[src/rtl/seven_seg_pkg.sv]
// Shared seven-segment constants and helpers for the display blocks.
// Segment codes are held active-low as {dp,g,f,e,d,c,b,a}; drivers invert for active-high parts.
package seven_seg_pkg;

  localparam logic [7:0] SEG_0       = 8'hC0;
  localparam logic [7:0] SEG_1       = 8'hF9;
  localparam logic [7:0] SEG_2       = 8'hA4;
  localparam logic [7:0] SEG_3       = 8'hB0;
  localparam logic [7:0] SEG_4       = 8'h99;
  localparam logic [7:0] SEG_5       = 8'h92;
  localparam logic [7:0] SEG_6       = 8'h82;
  localparam logic [7:0] SEG_7       = 8'hF8;
  localparam logic [7:0] SEG_8       = 8'h80;
  localparam logic [7:0] SEG_9       = 8'h90;
  localparam logic [7:0] SEG_DASH    = 8'hBF;
  localparam logic [7:0] SEG_BLANK   = 8'hFF;
  localparam logic [7:0] SEG_DP_MASK = 8'h7F;

  typedef enum logic [1:0] {
    CONV_IDLE,
    CONV_SHIFT,
    CONV_COMMIT
  } conv_state_e;

  function automatic logic [7:0] seg_encode(input logic [3:0] nibble);
    logic [7:0] code;
    case (nibble)
      4'd0:    code = SEG_0;
      4'd1:    code = SEG_1;
      4'd2:    code = SEG_2;
      4'd3:    code = SEG_3;
      4'd4:    code = SEG_4;
      4'd5:    code = SEG_5;
      4'd6:    code = SEG_6;
      4'd7:    code = SEG_7;
      4'd8:    code = SEG_8;
      4'd9:    code = SEG_9;
      default: code = SEG_BLANK;
    endcase
    return code;
  endfunction

  function automatic int clog2(input int value);
    int r;
    r = 0;
    while ((64'd1 << r) < 64'(value)) r++;
    return r;
  endfunction

endpackage

[src/rtl/seven_seg_scan_bin2bcd_seq.sv]
// Sequential double-dabble converter: one shift per clock, then a single commit cycle.
// The visible BCD register only changes on commit, so the display never shows a partial result.
module bin2bcd_seq
  import seven_seg_pkg::*;
#(
  parameter int VALUE_W    = 16,
  parameter int NUM_DIGITS = 4
) (
  input  logic                    clk,
  input  logic                    rst_n,
  input  logic                    start_i,
  input  logic [VALUE_W-1:0]      value_i,
  output logic                    busy_o,
  output logic [4*NUM_DIGITS-1:0] bcd_o,
  output logic                    overflow_o
);

  localparam int BCD_W = 4 * NUM_DIGITS;
  localparam int CNT_W = (clog2(VALUE_W) < 1) ? 1 : clog2(VALUE_W);

  conv_state_e        state_q;
  logic [VALUE_W-1:0] shift_q;
  logic [BCD_W-1:0]   work_q;
  logic [BCD_W-1:0]   work_adj;
  logic [BCD_W-1:0]   bcd_q;
  logic [CNT_W-1:0]   cnt_q;
  logic               ovf_work_q;
  logic               ovf_q;
  logic               busy_q;

  always_comb begin
    work_adj = work_q;
    for (int d = 0; d < NUM_DIGITS; d++) begin
      if (work_q[4*d +: 4] >= 4'd5) work_adj[4*d +: 4] = work_q[4*d +: 4] + 4'd3;
    end
  end

  // Only NUM_DIGITS nibbles are kept; any bit shifted out of the top one means value >= 10**NUM_DIGITS.
  always_ff @(posedge clk or negedge rst_n) begin
    if (!rst_n) begin
      state_q    <= CONV_IDLE;
      shift_q    <= '0;
      work_q     <= '0;
      cnt_q      <= '0;
      ovf_work_q <= 1'b0;
      bcd_q      <= '0;
      ovf_q      <= 1'b0;
      busy_q     <= 1'b0;
    end else begin
      case (state_q)
        CONV_IDLE: begin
          if (start_i) begin
            shift_q    <= value_i;
            work_q     <= '0;
            cnt_q      <= '0;
            ovf_work_q <= 1'b0;
            busy_q     <= 1'b1;
            state_q    <= CONV_SHIFT;
          end
        end
        CONV_SHIFT: begin
          work_q     <= {work_adj[BCD_W-2:0], shift_q[VALUE_W-1]};
          shift_q    <= shift_q << 1;
          ovf_work_q <= ovf_work_q | work_adj[BCD_W-1];
          cnt_q      <= cnt_q + CNT_W'(1);
          if (cnt_q == CNT_W'(VALUE_W - 1)) state_q <= CONV_COMMIT;
        end
        CONV_COMMIT: begin
          bcd_q   <= work_q;
          ovf_q   <= ovf_work_q;
          busy_q  <= 1'b0;
          state_q <= CONV_IDLE;
        end
        default: state_q <= CONV_IDLE;
      endcase
    end
  end

  assign busy_o     = busy_q;
  assign bcd_o      = bcd_q;
  assign overflow_o = ovf_q;

endmodule

[src/rtl/seven_seg_scan.sv]
// Multiplexed N-digit seven-segment driver for the shot-clock display: scan divider,
// digit index, blink phase, blanking and the registered segment/anode outputs.
module seven_seg_scan
  import seven_seg_pkg::*;
#(
  parameter int NUM_DIGITS  = 4,
  parameter int VALUE_W     = 16,
  parameter int CLK_HZ      = 100000000,
  parameter int SCAN_HZ     = 1000,
  parameter int BLINK_HZ    = 2,
  parameter int SEG_ACT_LOW = 1,
  parameter int AN_ACT_LOW  = 1
) (
  input  logic                  clk,
  input  logic                  rst_n,
  input  logic [VALUE_W-1:0]    display_value,
  input  logic [NUM_DIGITS-1:0] dp_mask,
  input  logic                  lz_blank,
  input  logic                  blink_en,
  output logic [7:0]            seg_data,
  output logic [NUM_DIGITS-1:0] an,
  output logic                  busy
);

  localparam int DIV_RAW  = CLK_HZ / (SCAN_HZ * NUM_DIGITS);
  localparam int DIV      = (DIV_RAW < 1) ? 1 : DIV_RAW;
  localparam int HALF_RAW = CLK_HZ / (2 * BLINK_HZ);
  localparam int HALF     = (HALF_RAW < 1) ? 1 : HALF_RAW;
  localparam int DWELL_W  = (clog2(DIV) < 1) ? 1 : clog2(DIV);
  localparam int BLINK_W  = (clog2(HALF) < 1) ? 1 : clog2(HALF);
  localparam int IDX_W    = (clog2(NUM_DIGITS) < 1) ? 1 : clog2(NUM_DIGITS);
  localparam int BCD_W    = 4 * NUM_DIGITS;

  localparam logic [7:0]            SEG_OFF = (SEG_ACT_LOW != 0) ? 8'hFF : 8'h00;
  localparam logic [NUM_DIGITS-1:0] AN_OFF  = (AN_ACT_LOW != 0) ? {NUM_DIGITS{1'b1}} : '0;

  logic                  conv_start;
  logic                  conv_busy;
  logic [BCD_W-1:0]      bcd;
  logic                  overflow;

  logic [VALUE_W-1:0]    last_q, last_d;
  logic [DWELL_W-1:0]    dwell_q, dwell_d;
  logic [IDX_W-1:0]      idx_q, idx_d;
  logic [BLINK_W-1:0]    blink_cnt_q, blink_cnt_d;
  logic                  blink_on_q, blink_on_d;
  logic [7:0]            seg_q, seg_d;
  logic [NUM_DIGITS-1:0] an_q, an_d;

  logic [NUM_DIGITS-1:0] lead_zero;
  logic [NUM_DIGITS-1:0] an_onehot;
  logic [7:0]            digit_code;

  bin2bcd_seq #(
    .VALUE_W    (VALUE_W),
    .NUM_DIGITS (NUM_DIGITS)
  ) u_bin2bcd (
    .clk        (clk),
    .rst_n      (rst_n),
    .start_i    (conv_start),
    .value_i    (display_value),
    .busy_o     (conv_busy),
    .bcd_o      (bcd),
    .overflow_o (overflow)
  );

  always_comb begin
    conv_start  = !conv_busy && (display_value != last_q);
    last_d      = conv_start ? display_value : last_q;
    dwell_d     = dwell_q + DWELL_W'(1);
    idx_d       = idx_q;
    blink_cnt_d = blink_cnt_q + BLINK_W'(1);
    blink_on_d  = blink_on_q;
    if (dwell_q == DWELL_W'(DIV - 1)) begin
      dwell_d = '0;
      idx_d   = (idx_q == IDX_W'(NUM_DIGITS - 1)) ? '0 : idx_q + IDX_W'(1);
    end
    if (blink_cnt_q == BLINK_W'(HALF - 1)) begin
      blink_cnt_d = '0;
      blink_on_d  = !blink_on_q;
    end
  end

  // A digit is a leading zero when it and every digit above it are zero.
  always_comb begin
    logic all_zero;
    all_zero  = 1'b1;
    lead_zero = '0;
    for (int d = NUM_DIGITS - 1; d >= 0; d--) begin
      all_zero     = all_zero && (bcd[4*d +: 4] == 4'd0);
      lead_zero[d] = all_zero;
    end
    digit_code = seg_encode(bcd[4*int'(idx_q) +: 4]);
    if (overflow) begin
      digit_code = SEG_DASH;
    end else if (lz_blank && (idx_q != '0) && lead_zero[idx_q]) begin
      digit_code = SEG_BLANK;
    end
    if (dp_mask[idx_q]) digit_code = digit_code & SEG_DP_MASK;
    seg_d = (SEG_ACT_LOW != 0) ? digit_code : ~digit_code;
    an_onehot        = '0;
    an_onehot[idx_q] = 1'b1;
    if (blink_en && !blink_on_q) begin
      an_d = AN_OFF;
    end else begin
      an_d = (AN_ACT_LOW != 0) ? ~an_onehot : an_onehot;
    end
  end

  always_ff @(posedge clk or negedge rst_n) begin
    if (!rst_n) begin
      last_q      <= '0;
      dwell_q     <= '0;
      idx_q       <= '0;
      blink_cnt_q <= '0;
      blink_on_q  <= 1'b1;
      seg_q       <= SEG_OFF;
      an_q        <= AN_OFF;
    end else begin
      last_q      <= last_d;
      dwell_q     <= dwell_d;
      idx_q       <= idx_d;
      blink_cnt_q <= blink_cnt_d;
      blink_on_q  <= blink_on_d;
      seg_q       <= seg_d;
      an_q        <= an_d;
    end
  end

  assign seg_data = seg_q;
  assign an       = an_q;
  assign busy     = conv_busy;

endmodule

[config.mk]
export PLATFORM = sky130hd
export DESIGN_NAME = seven_seg_scan
export DESIGN_NICKNAME = d
export VERILOG_FILES = /design/src/rtl/seven_seg_pkg.sv /design/src/rtl/seven_seg_scan_bin2bcd_seq.sv /design/src/rtl/seven_seg_scan.sv
export SDC_FILE = /design/constraint.sdc
export NUM_CORES = 1
export LEC_CHECK = 0
export CORE_UTILIZATION = 25
export CTS_CLUSTER_DIAMETER = 30
export DETAILED_ROUTE_END_ITERATION = 7
export GPL_TIMING_DRIVEN = 0
export PLACE_DENSITY_LB_ADDON = 0.1
export RECOVER_POWER = 25
export SETUP_SLACK_MARGIN = 0.2
export SLEW_MARGIN = 20
export SYNTH_ARGS = -nofsm -noshare
export SYNTH_HDL_FRONTEND = slang
export SYNTH_SLANG_ARGS = --single-unit
[constraint.sdc]
create_clock -name clk -period 5.1 [get_ports clk]
set_input_delay 0.765 -clock clk [delete_from_list [all_inputs] [get_ports clk]]
set_output_delay 0.765 -clock clk [all_outputs]
set_load 0.05 [all_outputs]
==> impl_metrics.tcl, run 1 <==
set metrics [dict create \
    power.leakage_nw 3.19 \
    cts_buffer_depth 2 \
    crit_path_start_kind "input port" \
    die-area_sq_mm 0.0253 \
    n_fill_cell 2507 \
    grt_max_degree 67 \
    drt_iter0_markers 172 \
    gr-total-overflow 0 \
    synth_cell_types 44 \
    outcome "complete, no violations" \
    cp_top_family "compound AO/OA/AOI/OAI gates" \
    yosys_warnings 0 \
    clk-insertion-delay-late_ps 420 \
    routed-via-count 4119 \
    first_pass_iters 4 \
    min_period_over_period 0.636 \
    synthCells 536 \
    cp_max_fo 10 \
    yosys.area.top_type_share 0.467 \
    htreeDepth 4 \
    drt_wl_total_um 13000 \
    arrival_ps 3540 \
    relSlewSlack 0.364 \
    synth_area_sq_mm 0.00616 \
    end_kind "flip-flop" \
    cts_buffers 17 \
    synth.most_common_cell "dfrtp_1" \
    crit_type "in2reg" \
    netlist_top_cells_area "dfrtp_1 47%, mux2_2 9.0%, xor2_1 6.3%" \
    fin_hold_ws_ps 266 \
    die_w_um 159 \
    via_per_inst 4.43 \
    fmax_mhz 308 \
    antenna_cells 0 \
    synth_ff_type "dfrtp_1" \
    max_cap_violations 0 \
    final_antenna_net_count 0 \
    placed_cell_area_sq_mm 0.00696 \
    synth-seq-area-share 0.523 \
    port_buffers 36 \
    antenna_found_initial 0 \
    cts-resized-gates 0 \
    cts_root_buf "clkbuf_16" \
    grt_setup_unrepaired "false" \
    core_area_sq_mm 0.0242 \
    drive_gt1_frac 0.182 \
    layout.nets 636 \
    synth_edf_count 0 \
    worstHoldPathType "in2async" \
    finalPower_mw 4.06 \
    postSynthAreaPerCell_sq_um 11.5 \
    critical_path_required_ps 5400 \
    cp_cell_sequence "clkdlybuf4s50_1 > xor2_1 > nor4_1 > a41oi_2 > o21ai_4 > buf_6 > mux2_1" \
    finalMaxSlewViolations 0 \
    std_cell_rows 57 \
    synth-seq-cells 128 \
    cp.buffers_inverters 2 \
    setup_ws_ps 1860 \
    area_growth_pct 22.8 \
    peakVddDrop_uv 216 \
    cts.sinks 128 \
    start_util 0.254 \
    clock_skew_ps 10.9 \
    synth_top_cell_by_area "dfrtp_1" \
    powerDensity_mw_per_mm2 537 \
    grt_pass1_wl_um 22500 \
    syn_nets 580 \
    stdcell_area_sq_mm 0.00756 \
    io_pins 37 \
    dpl_worst_slack_ps 1380 \
    cp_slowest_stage_delay_ps 590 \
    drcViolationCount 0 \
    die_h_um 159 \
    dp_hpwl_um 9100 \
    crit_slowest_cell "nor4_1" \
    ctsHoldBuffers 0 \
    finalHoldViolations 0 \
    wl_per_cell_um 14.0 \
    min_period_ps 3240 \
    grt_pass1_vias 4246 \
    setup_viol 0 \
    gp_congestion 0.715 \
    synthArstFlopShare 1.00 \
    worst_pin_slew_ps 946 \
    synth_top_cells_by_count "115 x dfrtp_1, 49 x mux2_2, 46 x nand2_1" \
    grt_use_total 0.113 \
    cts_setup_buffers 0 \
    cts.clk_slew.worst_paths_ps 70 \
    cts_tree "built" \
]
==> cell usage in the layout, fill, tap and decap left out, types with 3 or more instances in the layout <==
master,n
nand2b_1,8
clkinv_4,3
nor3_1,5
ha_1,20
nand2_1,46
o21a_1,3
o21ai_0,30
dfrtp_1,115
a22o_1,19
and3_1,4
clkbuf_16,17
nor4_1,10
mux2_2,49
a21oi_1,10
inv_6,7
dfstp_2,13
inv_1,18
nand4_1,11
clkbuf_1,14
nand3_1,13
mux4_2,5
clkdlybuf4s50_1,34
xor2_1,44
and4_1,3
xnor2_1,16
mux2_1,8
nor2_1,44
nor2b_1,5
==> per-stage QoR <==
| stage | TNS (ps) | cells | utilization |
|---|---|---|---|
| finish | 0 | 929 | 0.312 |
| floorplan | 0 | 536 | - |
| global route | 0 | 929 | 0.312 |
| detailed placement | 0 | 897 | 0.287 |
| CTS | 0 | 929 | 0.312 |
| global placement | -251650 | 896 | 0.286 |
==> path summary, 6_finish.rpt <==
path / from / slack [ps] / depth (start not counted) / to
max in group asynchronous: rst_n / 4090 / 2 / blink_on_q
max reg2reg: last_q[4] / 2330 / 6 / u_bin2bcd.shift_q[9]
min reg2reg: u_bin2bcd.overflow_o / 460 / 1 / seg_data[6]
min: rst_n / 270 / 1 / dwell_q[14]
min in group clk: u_bin2bcd.overflow_o / 460 / 1 / seg_data[6]
max: display_value[4] / 1860 / 7 / u_bin2bcd.shift_q[9]
==> final cells by class <==
type                       instances  area (sq um)  area share
clock buffer                      17           425      0.0563
multi-input combinational        372          2790       0.369
buffer                            18          83.8      0.0111
timing repair buffer              37           393      0.0520
sequential                       128          3220       0.426
inverter                          18          67.6     0.00893
tap                              324           405      0.0536
clock inverter                    15           174      0.0230
==> kinds of logic after synthesis <==
kind of cell | after synthesis | synth area share
simple gates | 158 | 0.125
flops | 128 | 0.523
compound gates | 71 | 0.0778
mux | 63 | 0.124
xor+xnor | 60 | 0.0853
buf+inv | 36 | 0.0246
fa+ha+maj | 20 | 0.0406
==> worst register-to-register path, stage by stage (launching register included) <==
cell and delay [ps]:
dfrtp_1 390, xor2_1 150, nor4_1 590, a41oi_2 480, o21ai_4 510, buf_6 220, mux2_1 330
==> power by group <==
part	leakage, nW	total, mW	internal [mW]	switching, mW
Clock	0.288	1.24	0.736	0.507
Combinational	1.31	1.27	0.626	0.642
Sequential	1.60	1.55	1.33	0.224
==> routing by layer <==
metal	wire length, um	GRT usage	up-vias
li1	-	-	1984
met1	6450	0.152	2054
met2	5940	0.170	64
met3	454	0.0297	17
met4	183	0.0455	0
met5	0	0	-
==> flip-flops by register name, indices dropped and copies added, names as in the netlist, 2 cells and up <==
signal	count
blink_cnt_q	25
last_q	16
u_bin2bcd.bcd_o	16
u_bin2bcd.shift_q	16
u_bin2bcd.work_q	16
dwell_q	15
seg_data	8
an	4
u_bin2bcd.cnt_q	4
idx_q	2
u_bin2bcd.state_q	2
(Power assumes the default switching activity.)
==> run 2, diff against run 1 <==
Clock period 5.1 ns to 2.8 ns, I/O delays scaled along.
==> run 2 against run 1 <==
The run now ends with max-capacitance violations, max-slew violations left. Non-clock buffer count up 4. Wire length up 0.16%. Sequential share of layout area down 0.25 points. Die area unchanged. Global-route usage about the same. Clock-buffer cell count unchanged. Clock skew down 0.77 ps. Critical path depth unchanged. Sequential cell count unchanged. Highest routed layer unchanged.
==> impl_metrics.tcl, run 2 (synthesis gave the netlist of run 1 again) <==
set metrics [dict create \
    outcome "complete, but fails checks" \
    violations "max-capacitance violations, max-slew violations" \
    gp_congestion 0.715 \
    cts.sinks 128 \
    antenna_found_initial 0 \
    worst_pin_slew_ps 1620 \
    largest_reg_flops 25 \
    core_area_sq_mm 0.0242 \
    htreeDepth 4 \
    crit_slowest_cell "nor4_1" \
    peakVddDrop_uv 402 \
    timing.rr.end "seg_data[2]" \
    area_growth_pct 23.5 \
    fmax_mhz 419 \
    powerDensity_mw_per_mm2 976 \
    cts_tree "built" \
    regMostFlops "blink_cnt_q" \
    fin_hold_ws_ps 454 \
    cts_buffer_depth 2 \
    worstHoldPathType "reg2reg" \
    die-area_sq_mm 0.0253 \
    reg2regPathDepth 7 \
    min_period_over_period 0.851 \
    cts.clk_slew.worst_paths_ps 60 \
    reg2reg_from "idx_q[0]" \
    via_per_inst 4.42 \
    grt_setup_unrepaired "false" \
    drt_iter0_markers 169 \
    cts_root_buf "clkbuf_16" \
    grt_pass1_wl_um 22500 \
    n_fill_cell 2504 \
    layout_common_cells "115 x dfrtp_1, 49 x mux2_2, 46 x nand2_1" \
    cp_cell_sequence "clkdlybuf4s50_1 > xor2_1 > nor4_1 > a41oi_2 > o21ai_4 > buf_4 > mux2_2" \
    min_period_ps 2380 \
    layoutNonFillerInstCount 933 \
    layout.nets 640 \
    routed-via-count 4120 \
    first_pass_iters 4 \
    regArea_sq_mm 0.00322 \
    io_pins 37 \
    drcViolationCount 0 \
    power.leakage_nw 3.23 \
    finalPower_mw 7.43 \
    layout_commonest_cell "dfrtp_1" \
    antenna_cells 0 \
    cts_buffers 17 \
    dp.cells 897 \
    ff2ff_setup_slack_ps 420 \
    dp_hpwl_um 9100 \
    cp_slowest_stage_delay_ps 530 \
    grt_max_degree 67 \
    critical_path_required_ps 3100 \
    finalHoldViolations 0 \
    grt_use_total 0.113 \
    cp_max_fo 6 \
    clk-insertion-delay-late_ps 420 \
    die_h_um 159 \
    start_util 0.254 \
    crit_type "in2reg" \
    drt_wl_total_um 13000 \
    gr-total-overflow 0 \
    arrival_ps 2680 \
    setup_viol 0 \
    startpoint "display_value[14]" \
    std_cell_rows 57 \
    crit_end "u_bin2bcd.shift_q[1]" \
    wl_per_cell_um 14.0 \
    finalMaxSlewViolations 63 \
    drive_gt1_frac 0.189 \
    clock_skew_ps 10.2 \
    max_cap_violations 1 \
    final_antenna_net_count 0 \
    end_kind "flip-flop" \
    multi_input_area_sq_mm 0.00282 \
    port_buffers 36 \
    die_w_um 159 \
    relSlewSlack -0.0814 \
    crit_path_start_kind "input port" \
    grt_pass1_vias 4265 \
]
## run 2: where the power goes
part           internal, mW  total, mW  switching, mW  leakage [nW]
Sequential             2.41       2.82          0.408          1.60
Combinational          1.16       2.34           1.18          1.35
Clock                  1.34       2.27          0.924         0.288
Total                  4.92       7.43           2.51          3.23
## run 2: per-stage QoR
stage          instance area [sq um]  worst slack [ps]   util  setup TNS [ps]
6_report                        7610               416  0.314               0
3_5_place_dp                    6960              -571  0.287          -18180
5_1_grt                         7610               216  0.314               0
2_1_floorplan                   6160               539      -               0
4_1_cts                         7610               329  0.314               0
3_3_place_gp                    6920             -4110  0.286         -520090
## run 2: final cells by class
| type | instances | area share |
|---|---|---|
| plain buffers | 18 | 0.0112 |
| clock buffers | 17 | 0.0559 |
| clock inverters | 15 | 0.0229 |
| inverters | 18 | 0.00888 |
| multi-input cells | 372 | 0.370 |
| flip-flops and latches | 128 | 0.423 |
| well taps | 324 | 0.0533 |
| repair buffers | 41 | 0.0546 |
## run 2: critical path, delay by kind of cell
family                    cells  cell delay, ps
AOI/OAI and AO/OA             2             540
xor gates and xnor gates      1             190
buffers and inverters         2             670
and+or+nand+nor               1             530
muxes                         1             340
## run 2: what timing repair did
action	4_1_cts	5_1_grt
resized for setup	4	1
hold endpoints to repair	50	0
pin swaps	2	0
cloned	0	0
hold buffers	1	0
setup buffers	3	0
setup endpoints to repair	50	9
## run 2: metal layers
layer / wire [um] / GRT usage / up-vias
met5: 0 / 0 / -
met4: 211 / 0.0455 / 0
met3: 460 / 0.0294 / 21
met2: 5960 / 0.171 / 66
met1: 6410 / 0.153 / 2037
li1: - / - / 1996
## run 2: worst min path at each step
stage / endpoint / start / slack (ps) / cells after the start
after floorplan: blink_cnt_q[0] / rst_n / 120 / 0
after global placement: seg_data[6] / u_bin2bcd.overflow_o / 440 / 1
after detailed placement: dwell_q[14] / rst_n / 400 / 1
after CTS: seg_data[6] / u_bin2bcd.overflow_o / 460 / 1
after global routing: seg_data[6] / u_bin2bcd.overflow_o / 470 / 1
final: seg_data[6] / u_bin2bcd.overflow_o / 450 / 1
==> run 3, diff against run 2 <==
Settings changed: REMOVE_ABC_BUFFERS from default to 1.
==> run 3 against run 2 <==
The run now ends clean. Fmax shrank 1.5%. Combinational power barely moved. Utilization fell by 0.22 points. Global-route usage fell by 0.58 points. Wire length decreased by 4.9%. Critical endpoint is now u_bin2bcd.shift_q[15].
==> impl_metrics.tcl, run 3 (synthesis gave the netlist of run 1 again) <==
set metrics [dict create \
    drcViolationCount 0 \
    grt_max_degree 93 \
    reg2regPathDepth 6 \
    htreeDepth 4 \
    cts_buffers 17 \
    stdcell_area_sq_mm 0.00755 \
    cp_cell_sequence "clkdlybuf4s50_1 > xor2_1 > nor4_1 > a41oi_4 > o21ai_4 > buf_16 > mux2_2" \
    layout_commonest_cell "dfrtp_1" \
    grt_pass1_vias 4052 \
    min_period_ps 2420 \
    regMostFlops "blink_cnt_q" \
    cts.sinks 128 \
    cts_buffer_depth 2 \
    die_h_um 159 \
    fin_hold_ws_ps 450 \
    path_depth 7 \
    finalHoldViolations 0 \
    antenna_cells 0 \
    gp_congestion 0.704 \
    port_buffers 36 \
    first_pass_iters 4 \
    clkPwrFrac 0.281 \
    switching_share 0.338 \
    worst_pin_slew_ps 1280 \
    end_kind "flip-flop" \
    ff2ff_setup_slack_ps 500 \
    wl_per_cell_um 13.5 \
    finalMaxSlewViolations 0 \
    antenna_found_initial 0 \
    multi_input_area_sq_mm 0.00284 \
    p_switching_mw 2.43 \
    cts.clk_slew.worst_paths_ps 60 \
    die-area_sq_mm 0.0253 \
    crit_path_start_kind "input port" \
    peakVddDrop_uv 366 \
    grt_setup_unrepaired "false" \
    die_w_um 159 \
    drt_iter0_markers 171 \
    via_per_inst 4.33 \
    powerDensity_mw_per_mm2 953 \
    largest_reg_flops 25 \
    core_area_sq_mm 0.0242 \
    io_pins 37 \
    grt_pass1_wl_um 21600 \
    seq_power_share 0.396 \
    gr-total-overflow 0 \
    layout.nets 625 \
    routed-via-count 3977 \
    comb_power_share 0.323 \
    placed_cell_area_sq_mm 0.00698 \
    cp_slowest_stage_delay_ps 560 \
    drive_gt1_frac 0.197 \
    power.leakage_nw 3.19 \
    min_period_over_period 0.865 \
    cp.buffers_inverters 2 \
    crit_type "in2reg" \
    final_antenna_net_count 0 \
    internal_power_mw 4.76 \
    outcome "complete, no violations" \
    timing.rr.end "u_bin2bcd.shift_q[15]" \
    clock_skew_ps 8.14 \
    grt_use_total 0.107 \
    n_fill_cell 2485 \
    cts_root_buf "clkbuf_16" \
    start_util 0.254 \
    regArea_sq_mm 0.00322 \
    dp_hpwl_um 8390 \
    critical_path_required_ps 3100 \
    std_cell_rows 57 \
    cp_max_fo 21 \
    area_growth_pct 22.7 \
    relSlewSlack 0.146 \
    arrival_ps 2720 \
    fmax_mhz 413 \
    max_cap_violations 0 \
    drt_wl_total_um 12400 \
    worstHoldPathType "in2async" \
    reg2reg_from "last_q[14]" \
    fin_util 0.312 \
    setup_viol 0 \
    crit_slowest_cell "nor4_1" \
    cts_tree "built" \
    finalPower_mw 7.20 \
    layout_common_cells "114 x dfrtp_1, 49 x mux2_2, 46 x nand2_1" \
    cp_top_family "buffers and inverters" \
    clk-insertion-delay-late_ps 410 \
]
==> run 3: worst max path at each step <==
stage	startpoint	to	slack (ps)
floorplan	display_value[6]	u_bin2bcd.shift_q[15]	80
global placement	rst_n	u_bin2bcd.shift_q[11]	-4190
detailed placement	display_value[4]	u_bin2bcd.shift_q[15]	-970
CTS	idx_q[1]	seg_data[5]	230
global route	display_value[14]	u_bin2bcd.shift_q[11]	230
finish	display_value[14]	u_bin2bcd.shift_q[15]	380
==> run 3: per-stage QoR <==
stage / setup slack, ps / setup TNS [ps] / std cells
6_report: 379 / 0 / 918
2_1_floorplan: 77.5 / 0 / 518
3_5_place_dp: -967 / -28560 / 882
3_3_place_gp: -4190 / -561190 / 878
4_1_cts: 232 / 0 / 918
5_1_grt: 234 / 0 / 918
==> run 3: routing by layer <==
metal,track usage,vias to the layer above,part of all wire
met2,0.156,54,0.44
li1,-,1966,-
met4,0.0341,0,0.010
met5,0,-,0
met1,0.149,1949,0.52
met3,0.0349,8,0.037
==> run 3: final cells by class <==
| type | instances | share of cell area |
|---|---|---|
| clock buffer | 17 | 0.0563 |
| clock inverter | 15 | 0.0149 |
| inverter | 18 | 0.00894 |
| multi-input combinational | 372 | 0.376 |
| sequential | 128 | 0.426 |
| tap | 324 | 0.0537 |
| timing repair buffer | 44 | 0.0641 |
==> run 3: worst reg2reg max path: cells and delay by family (launching register included) <==
kind,cells,cell delay [ps]
XOR/XNOR,1,150
buffers and inverters,1,200
multiplexers,1,350
flip-flops,1,390
AO/OA/AOI/OAI,2,540
AND/OR/NAND/NOR,1,560
==> run 3: power groups by stage <==
| stage | clock network, mW | logic, mW | registers (mW) |
|---|---|---|---|
| after CTS | 2.10 | 2.38 | 2.86 |
| final | 2.02 | 2.33 | 2.85 |
| after global routing | 2.18 | 2.62 | 2.94 |
| after floorplan | 0 | 1.56 | 2.93 |
| after global placement | 0 | 2.19 | 2.87 |
| after detailed placement | 0 | 2.32 | 2.89 |
==> run 3: what timing repair did <==
action / in CTS / in global routing
setup buffers: 3 / 0
pin swaps: 2 / 0
endpoints found under the hold margin: 36 / 0
hold buffers: 1 / 0
gates resized for setup: 2 / 2
endpoints found under the setup margin: 42 / 5
